`config.mk`:
```
export PLATFORM = sky130hd
export DESIGN_NAME = store_uart_monitor
export DESIGN_NICKNAME = d
export VERILOG_FILES = /design/src/rtl/store_uart_monitor_pkg.sv /design/src/rtl/store_uart_monitor_uart_tx_byte.sv /design/src/rtl/store_uart_monitor.sv
export SDC_FILE = /design/constraint.sdc
export NUM_CORES = 1
export LEC_CHECK = 0
export BUFFER_PORTS_ARGS = -buffer_cell sky130_fd_sc_hd__buf_4
export CAP_MARGIN = 20
export CORE_UTILIZATION = 48
export CTS_CLUSTER_SIZE = 24
export DETAILED_ROUTE_END_ITERATION = 10
export SLEW_MARGIN = 15
export SYNTH_ARGS = -nofsm -noshare
export SYNTH_HDL_FRONTEND = slang
export SYNTH_HIERARCHICAL = 1
export SYNTH_SLANG_ARGS = --single-unit
```
`constraint.sdc`:
```
create_clock -name clk -period 9.2 [get_ports clk]
set_input_delay 1.38 -clock clk [delete_from_list [all_inputs] [get_ports clk]]
set_output_delay 1.38 -clock clk [all_outputs]
set_load 0.05 [all_outputs]
```
`src/rtl/store_uart_monitor_pkg.sv`:
```
// Shared constants and the UART byte-shifter state encoding for the store trace monitor.
package store_mon_pkg;

  localparam logic [7:0] SYNC_BYTE   = 8'hA5;
  localparam int         FRAME_BYTES = 7;

  typedef enum logic [1:0] {
    IDLE,
    START,
    DATA,
    STOP
  } tx_state_e;

endpackage

```
`src/rtl/store_uart_monitor_uart_tx_byte.sv`:
```
// 8N1 byte shifter. A new byte may be accepted on the last cycle of a stop bit,
// so bytes inside a frame run back to back. tx is registered one cycle behind the state.
module uart_tx_byte
  import store_mon_pkg::*;
#(
  parameter int CLKS_PER_BIT = 4
) (
  input  logic       clk,
  input  logic       rst_n,
  input  logic       start,
  input  logic [7:0] data,
  output logic       ready,
  output logic       idle,
  output logic       tx
);

  localparam int CW = $clog2(CLKS_PER_BIT);

  tx_state_e     state_q, state_d;
  logic [CW-1:0] cnt_q, cnt_d;
  logic [2:0]    bit_q, bit_d;
  logic [7:0]    shift_q, shift_d;
  logic          tx_q, tx_d;
  logic          bit_end;

  assign bit_end = (cnt_q == CW'(CLKS_PER_BIT - 1));
  assign ready   = (state_q == IDLE) || ((state_q == STOP) && bit_end);
  assign idle    = (state_q == IDLE);
  assign tx      = tx_q;

  always_comb begin
    state_d = state_q;
    cnt_d   = cnt_q;
    bit_d   = bit_q;
    shift_d = shift_q;
    tx_d    = 1'b1;
    unique case (state_q)
      IDLE: begin
        if (start) begin
          shift_d = data;
          cnt_d   = '0;
          state_d = START;
        end
      end
      START: begin
        tx_d = 1'b0;
        if (bit_end) begin
          cnt_d   = '0;
          bit_d   = '0;
          state_d = DATA;
        end else begin
          cnt_d = cnt_q + CW'(1);
        end
      end
      DATA: begin
        tx_d = shift_q[0];
        if (bit_end) begin
          cnt_d   = '0;
          shift_d = shift_q >> 1;
          bit_d   = bit_q + 3'd1;
          if (bit_q == 3'd7) state_d = STOP;
        end else begin
          cnt_d = cnt_q + CW'(1);
        end
      end
      STOP: begin
        if (bit_end) begin
          cnt_d = '0;
          if (start) begin
            shift_d = data;
            state_d = START;
          end else begin
            state_d = IDLE;
          end
        end else begin
          cnt_d = cnt_q + CW'(1);
        end
      end
      default: state_d = IDLE;
    endcase
  end

  always_ff @(posedge clk) begin
    if (!rst_n) begin
      state_q <= IDLE;
      cnt_q   <= '0;
      bit_q   <= '0;
      tx_q    <= 1'b1;
    end else begin
      state_q <= state_d;
      cnt_q   <= cnt_d;
      bit_q   <= bit_d;
      tx_q    <= tx_d;
    end
  end

  always_ff @(posedge clk) begin
    shift_q <= shift_d;
  end

endmodule

```
`src/rtl/store_uart_monitor.sv`:
```
// Captures flagged CPU stores into a FIFO and streams each {addr,data} pair
// as a 7-byte A5-led UART frame on tx.
module store_uart_monitor
  import store_mon_pkg::*;
#(
  parameter int CLKS_PER_BIT = 4,
  parameter int FIFO_DEPTH   = 8
) (
  input  logic                          clk,
  input  logic                          rst_n,
  input  logic                          wr_en,
  input  logic [15:0]                   addressSal,
  input  logic [31:0]                   sal,
  output logic                          tx,
  output logic                          busy,
  output logic                          overflow,
  output logic [$clog2(FIFO_DEPTH):0]   fifo_count
);

  localparam int PW = $clog2(FIFO_DEPTH);
  localparam int CW = PW + 1;

  logic [47:0]   mem_q [FIFO_DEPTH];
  logic [PW-1:0] wr_ptr_q, wr_ptr_d, rd_ptr_q, rd_ptr_d;
  logic [CW-1:0] count_q, count_d;
  logic          ovf_q, ovf_d;
  logic [2:0]    idx_q, idx_d;
  logic [47:0]   frame_q, frame_d;
  logic          full, push, pop, start, ready, idle;
  logic [7:0]    tx_byte;

  function automatic logic [7:0] frame_byte(input logic [47:0] f, input logic [2:0] i);
    case (i)
      3'd1:    return f[47:40];
      3'd2:    return f[39:32];
      3'd3:    return f[31:24];
      3'd4:    return f[23:16];
      3'd5:    return f[15:8];
      default: return f[7:0];
    endcase
  endfunction

  // idx_q == 0 means no frame in progress; otherwise it names the next byte to hand over.
  always_comb begin
    full     = (count_q == CW'(FIFO_DEPTH));
    pop      = idle && (idx_q == 3'd0) && (count_q != '0);
    push     = wr_en && (!full || pop);
    wr_ptr_d = push ? wr_ptr_q + PW'(1) : wr_ptr_q;
    rd_ptr_d = pop ? rd_ptr_q + PW'(1) : rd_ptr_q;
    count_d  = count_q + CW'(push) - CW'(pop);
    ovf_d    = ovf_q || (wr_en && full && !pop);
    frame_d  = frame_q;
    idx_d    = idx_q;
    start    = 1'b0;
    tx_byte  = SYNC_BYTE;
    if (pop) begin
      frame_d = mem_q[rd_ptr_q];
      start   = 1'b1;
      idx_d   = 3'd1;
    end else if (ready && (idx_q != 3'd0)) begin
      start   = 1'b1;
      tx_byte = frame_byte(frame_q, idx_q);
      idx_d   = (idx_q == 3'(FRAME_BYTES - 1)) ? 3'd0 : idx_q + 3'd1;
    end
  end

  always_ff @(posedge clk) begin
    if (!rst_n) begin
      wr_ptr_q <= '0;
      rd_ptr_q <= '0;
      count_q  <= '0;
      ovf_q    <= 1'b0;
      idx_q    <= '0;
    end else begin
      wr_ptr_q <= wr_ptr_d;
      rd_ptr_q <= rd_ptr_d;
      count_q  <= count_d;
      ovf_q    <= ovf_d;
      idx_q    <= idx_d;
    end
  end

  always_ff @(posedge clk) begin
    if (push) mem_q[wr_ptr_q] <= {addressSal, sal};
    frame_q <= frame_d;
  end

  uart_tx_byte #(
    .CLKS_PER_BIT(CLKS_PER_BIT)
  ) u_tx (
    .clk  (clk),
    .rst_n(rst_n),
    .start(start),
    .data (tx_byte),
    .ready(ready),
    .idle (idle),
    .tx   (tx)
  );

  assign busy       = !idle || (count_q != '0);
  assign overflow   = ovf_q;
  assign fifo_count = count_q;

endmodule

```
# Word-level counts from Yosys, hierarchy flattened
# Memories as Yosys holds them, arrays and structs flattened. A register that Yosys moved wholly into a read port is not among the register bits.
# Cells that the tools add are included.
dict set report totals {
  regBits 30
  latch_bits 0
  ramBits 384
  mem_bits_ro 0
  input_bits 51
  out_inout_bits 7
  elab_cells 91
  n_memories 1
}
dict set report op_classes {
  add_sub_neg 7
  n_mul 0
  div 0
  order_cmp 0
  n_eq_ne 17
  shifts 0
  muxes 28
  bitwise 1
  reduce_logical 26
}
# name words word_bits rd rd_ports_with_merged_regs wr line
set memory_table {}
lappend memory_table {mem_q 8 48 1 1 1 store_uart_monitor.sv:23} ;# logic [47:0] mem_q [FIFO_DEPTH];
# operator count
set ops {}
lappend ops {{$mux 8} 5}
lappend ops {{$pmux 8 s5} 1}
lappend ops {{$pmux 8 s3} 1}
lappend ops {{$mux 2} 7}
lappend ops {{$add 3x1->3 const B} 4}
lappend ops {{$eq 3x3->1 const B} 4}
lappend ops {{$mux 3} 3}
lappend ops {{$ne 2x1->1 const B} 4}
lappend ops {{$pmux 2 s4} 1}
lappend ops {{$logic_and 1x1->1} 7}
lappend ops {{$mux 1} 7}
lappend ops {{$eq 2x2->1 const B} 3}
lappend ops {{$eq 3x2->1 const B} 2}
lappend ops {{$pmux 3 s2} 1}
lappend ops {{$reduce_and 3->1} 2}
lappend ops {{$reduce_bool 3->1} 2}
lappend ops {{$reduce_and 5->1} 1}
lappend ops {{$add 4x1->4} 1}
lappend ops {{$eq 4x4->1 const B} 1}
lappend ops {{$logic_or 1x1->1} 4}
lappend ops {{$pmux 2 s2} 1}
lappend ops {{$reduce_bool 2->1} 2}
lappend ops {{$reduce_bool 4->1} 1}
lappend ops {{$sub 4x1->4} 1}
lappend ops {{other kinds (11)} 13}

# Longest topological paths before layout
dict set report depth {
  word_depth 9
  ltp_mapped 11
  mapped_depth_nobuf 11
}

# By module
# The synthesis kept the hierarchy.
# mod n_inst cells_each area_per_inst_um2 seq_area_each_um2
set modules_own_cells {}
lappend modules_own_cells {store_uart_monitor 1 771 17116.4 13252.7}
lappend modules_own_cells {uart_tx_byte 1 79 859.6 400.4}

# Least setup slack after synthesis
# Ideal clock, no wire load.
dict set report synth_path {
  kind {input port to flip-flop}
  from {input wr_en}
  to {memory mem_q[2][0], enable pin}
  setup_ns 0.523
  t_arrival_ns 5.535
  required_ns 8.677
  path_slack_ns 3.142
  stages 4
  n_path_buf 0
  path_cell_list {nor2b_1 > a32oi_1 > or2_2 > nor3b_1}
}
dict set report synth_via {
  elab_chain_len 3
}
# element line
set synth_rtl {}
lappend synth_rtl {{start, declared} store_uart_monitor.sv:11} ;# input logic wr_en,
lappend synth_rtl {{$logic_and 1x1->1} store_uart_monitor.sv:47} ;# push = wr_en && (!full || pop);
lappend synth_rtl {{$mux 1} store_uart_monitor.sv:84} ;# if (push) mem_q[wr_ptr_q] <= {addressSal, sal};
lappend synth_rtl {{$mux 1 (not written as such)} store_uart_monitor.sv:84}
lappend synth_rtl {{end, declared} store_uart_monitor.sv:23}
# Every way passes these cells.

# Final worst setup path
dict set report layout_path {
  from {register u_tx.state_q[0]}
  to {register u_tx.shift_q[6], enable pin}
}
dict set report layout_via {
  elab_chain_len 3
  word_cells_on_any_way 7
  cone_classes {eq/ne: 4; reduce/logical: 3}
}
# element line
set layout_rtl {}
lappend layout_rtl {{start, declared} store_uart_monitor_uart_tx_byte.sv:19} ;# tx_state_e state_q, state_d;
lappend layout_rtl {{start signal, assigned} store_uart_monitor_uart_tx_byte.sv:90} ;# state_q <= state_d;
lappend layout_rtl {{$logic_not 2->1} store_uart_monitor_uart_tx_byte.sv:28} ;# assign idle = (state_q == IDLE);
lappend layout_rtl {{via idle} store_uart_monitor.sv:29} ;# logic full, push, pop, start, ready, idle;
lappend layout_rtl {{$reduce_bool 3->1 (no source line)} n/a}
lappend layout_rtl {{$reduce_and 3->1 (no source line)} n/a}
lappend layout_rtl {{end signal, assigned} store_uart_monitor_uart_tx_byte.sv:98} ;# shift_q <= shift_d;
lappend layout_rtl {{end, declared} store_uart_monitor_uart_tx_byte.sv:22} ;# logic [7:0] shift_q, shift_d;
# The timed path passes the listed nets, and every way through them passes these cells.
# A chain may end at the register's enable or synchronous reset.

==> impl_metrics.ini <==
[cts]
htreeDepth = 2
cts_tree = yes
cts.sinks = 462
numCtsBuffers = 45
insertion_delay_ps = 560
root_buffer = clkbuf_16
cts_hold_buf = 0
cts_buffer_depth = 3
cts_setup_buffers = 0
cts.clk_slew.worst_paths_ps = 70
cts-resized-gates = 0

[grt]
grt_pass1_wl_mm = 53.7
grt_use_total = 0.193
antenna_found_initial = 0
grt_max_degree = 55
grt_overflow_total = 0
grt_pass1_vias = 8743

[power_and_ir_drop]
p_per_area_mw_per_mm2 = 291
p_leak_uw = 0.00650
peakVddDrop_mv = 0.165

[yosys]
synth-edff-count = 440
yosysTopAreaCell = edfxtp_1
synth_area_leaders = edfxtp_1, mux4_2, mux2_2, dfxtp_1, ha_1
synth_ff_type = edfxtp_1
synth.ff_latch_count = 462
synth_warnings = 6
synth_cell_type_count = 49
synthTopCellsByCount = edfxtp_1, mux4_2, mux2_2
synthCells = 850
synth_most_common_cell = edfxtp_1
syn-mean-instance-area_um2 = 21.1
ys_seq_area_frac = 0.760
syn-num-nets = 919
syn-cell-area_mm2 = 0.0180
synth_top_cell_area_share = 0.735
async_reset_ff_frac = 0

[route]
ant_nets = 0
wirelength_mm = 35.1
drc_errors = 0
dr.first_iter.drc_count = 645
first_pass_iters = 5
post_drt_wl_per_cell_um = 24.6
viasPerCell = 5.73
dr_total_vias = 8163

[worst_hold_path]
min_from = u_tx/cnt_q[1]$_SDFFE_PN0P_
hold_class = reg2reg
hold_depth = 2
holdPathEnd = u_tx/cnt_q[1]$_SDFFE_PN0P_

[sta]
slew_headroom = 0.397
rsz0062_at_grt = false
slew_violations = 0
setup_viol = 0
hold_viol_final = 0
final.period_utilization = 0.368
fmax_mhz = 296
fin_skew_ps = 8.76
max_slew.worst_pin.slew_ps = 905
fin_crit_ps = 3380
tns_ps = 0

[floorplan]
die_h_um = 196
die_w_um = 196
core_area_mm2 = 0.0367
ios = 58
initial_utilization = 0.490
rows = 70
die_area_mm2 = 0.0382

[placement]
post-dp-hpwl_mm = 19.3
dpl-instance-area_mm2 = 0.0189
port_buffers = 57
routabilityCongestion = 0.761

[worst_setup_path]
slowest_delay_ps = 680
r2r-end = u_tx/shift_q[6]$_DFFE_PP_
critPathLaunchType = flip-flop
cpMaxStageDelayCell = buf_4
crit_type = reg2reg
reg2reg_depth = 9
worstPathArrival_ps = 3650
rr_startpoint = u_tx/state_q[0]$_SDFFE_PN0P_
path_cells = inv_1, ha_1, or4b_4, a21oi_4, buf_4, or2_2, nor2_1, nor3_1, buf_2
crit_required_ps = 9470
worstPathMaxFanout = 54
endpoint_kind = flip-flop
r2r_slack_ps = 5820

[finish]
design_area_mm2 = 0.0203
final-seq-area_mm2 = 0.0137
num-fill-cells = 2715
final_util = 0.553
nNetsFinal = 998
num_antenna_cells = 0
drive_gt1_frac = 0.312
multi_input_area_mm2 = 0.00410
area.growth.synth_to_final_pct = 12.9

[job]
drv_cap = 0

[status]
outcome = finished clean
==> sequential cells by signal, summed over array words and instances, names as in the netlist <==
name	cells
mem_q	384
frame_q	48
u_tx/shift_q	8
fifo_count	4
idx_q	3
rd_ptr_q	3
u_tx/bit_q	3
wr_ptr_q	3
u_tx/cnt_q	2
u_tx/state_q	2
overflow	1
u_tx/tx	1
==> per-stage QoR <==
stage	power (uW)	instances	setup WS, ps	hold WS (ps)
final	5910	1425	5820	478
after global routing	6160	1425	5560	503
after CTS	5980	1424	5410	482
after detailed placement	4230	1349	5420	475
after global placement	4180	1349	5640	458
after floorplan	3820	850	3140	437
==> per-layer routing <==
layer / part of all wire / wire length (um) / global-route usage
met5: 0 / 0 / 0
met4: 0.016 / 561 / 0.0528
met3: 0.039 / 1380 / 0.0304
met2: 0.50 / 17600 / 0.317
met1: 0.44 / 15500 / 0.269
==> logic make-up (layout without fill, tap and decap cells) <==
kind of cell	count (synthesis)	after routing	share of synthesized area
simple gates	92	92	0.0273
fa+ha+maj	18	18	0.0129
buf+inv	53	160	0.0150
xor+xnor	4	4	0.00195
flops	462	462	0.760
compound gates	67	67	0.0271
mux	154	154	0.156
==> worst max path at each step <==
stage | from | to | slack [ps] | cells past startpoint
2_1_floorplan | wr_en | mem_q[2][0]$_DFFE_PP_ | 3140 | 4
3_3_place_gp | u_tx/state_q[1]$_SDFFE_PN0P_ | u_tx/shift_q[3]$_DFFE_PP_ | 5640 | 8
3_5_place_dp | u_tx/state_q[0]$_SDFFE_PN0P_ | u_tx/shift_q[5]$_DFFE_PP_ | 5420 | 8
4_1_cts | u_tx/state_q[0]$_SDFFE_PN0P_ | u_tx/shift_q[6]$_DFFE_PP_ | 5410 | 8
5_1_grt | rd_ptr_q[0]$_SDFFE_PN0N_ | frame_q[15]$_DFFE_PN_ | 5560 | 4
6_report | u_tx/state_q[0]$_SDFFE_PN0P_ | u_tx/shift_q[6]$_DFFE_PP_ | 5820 | 9
==> cell type report <==
class / instances / area share
flip-flops and latches: 462 / 0.673
multi-input cells: 335 / 0.202
clock buffers: 54 / 0.0571
well taps: 468 / 0.0288
repair buffers: 73 / 0.0269
clock inverters: 21 / 0.0102
inverters: 12 / 0.00222
==> where the power goes <==
part           switching, uW  total (uW)  internal [uW]
Combinational            663        1240            578
Sequential               198        2930           2730
Clock                    733        1740           1010
Total                   1590        5910           4310
==> cells in the final DEF, fill, tap and decap left out, drive strengths merged, types with 5 or more instances in the layout <==
master / n
clkinv: 14
nor2b: 14
nand2: 24
edfxtp: 440
ha: 17
inv: 14
nor2: 17
o21ai: 13
nor3: 5
mux2i: 6
buf: 73
nand2b: 8
and2: 7
dfxtp: 22
mux2: 52
clkbuf: 54
a22o: 14
a21oi: 15
mux4: 96
==> critical path, delay by kind of cell (launching register included) <==
family	cells	cell delay, ps
flip-flops	1	380
buffers and inverters	3	1070
AND/OR/NAND/NOR	4	1140
AO/OA/AOI/OAI	1	160
adder cells (fa/ha/maj)	1	320
(Power assumes the default switching activity.)
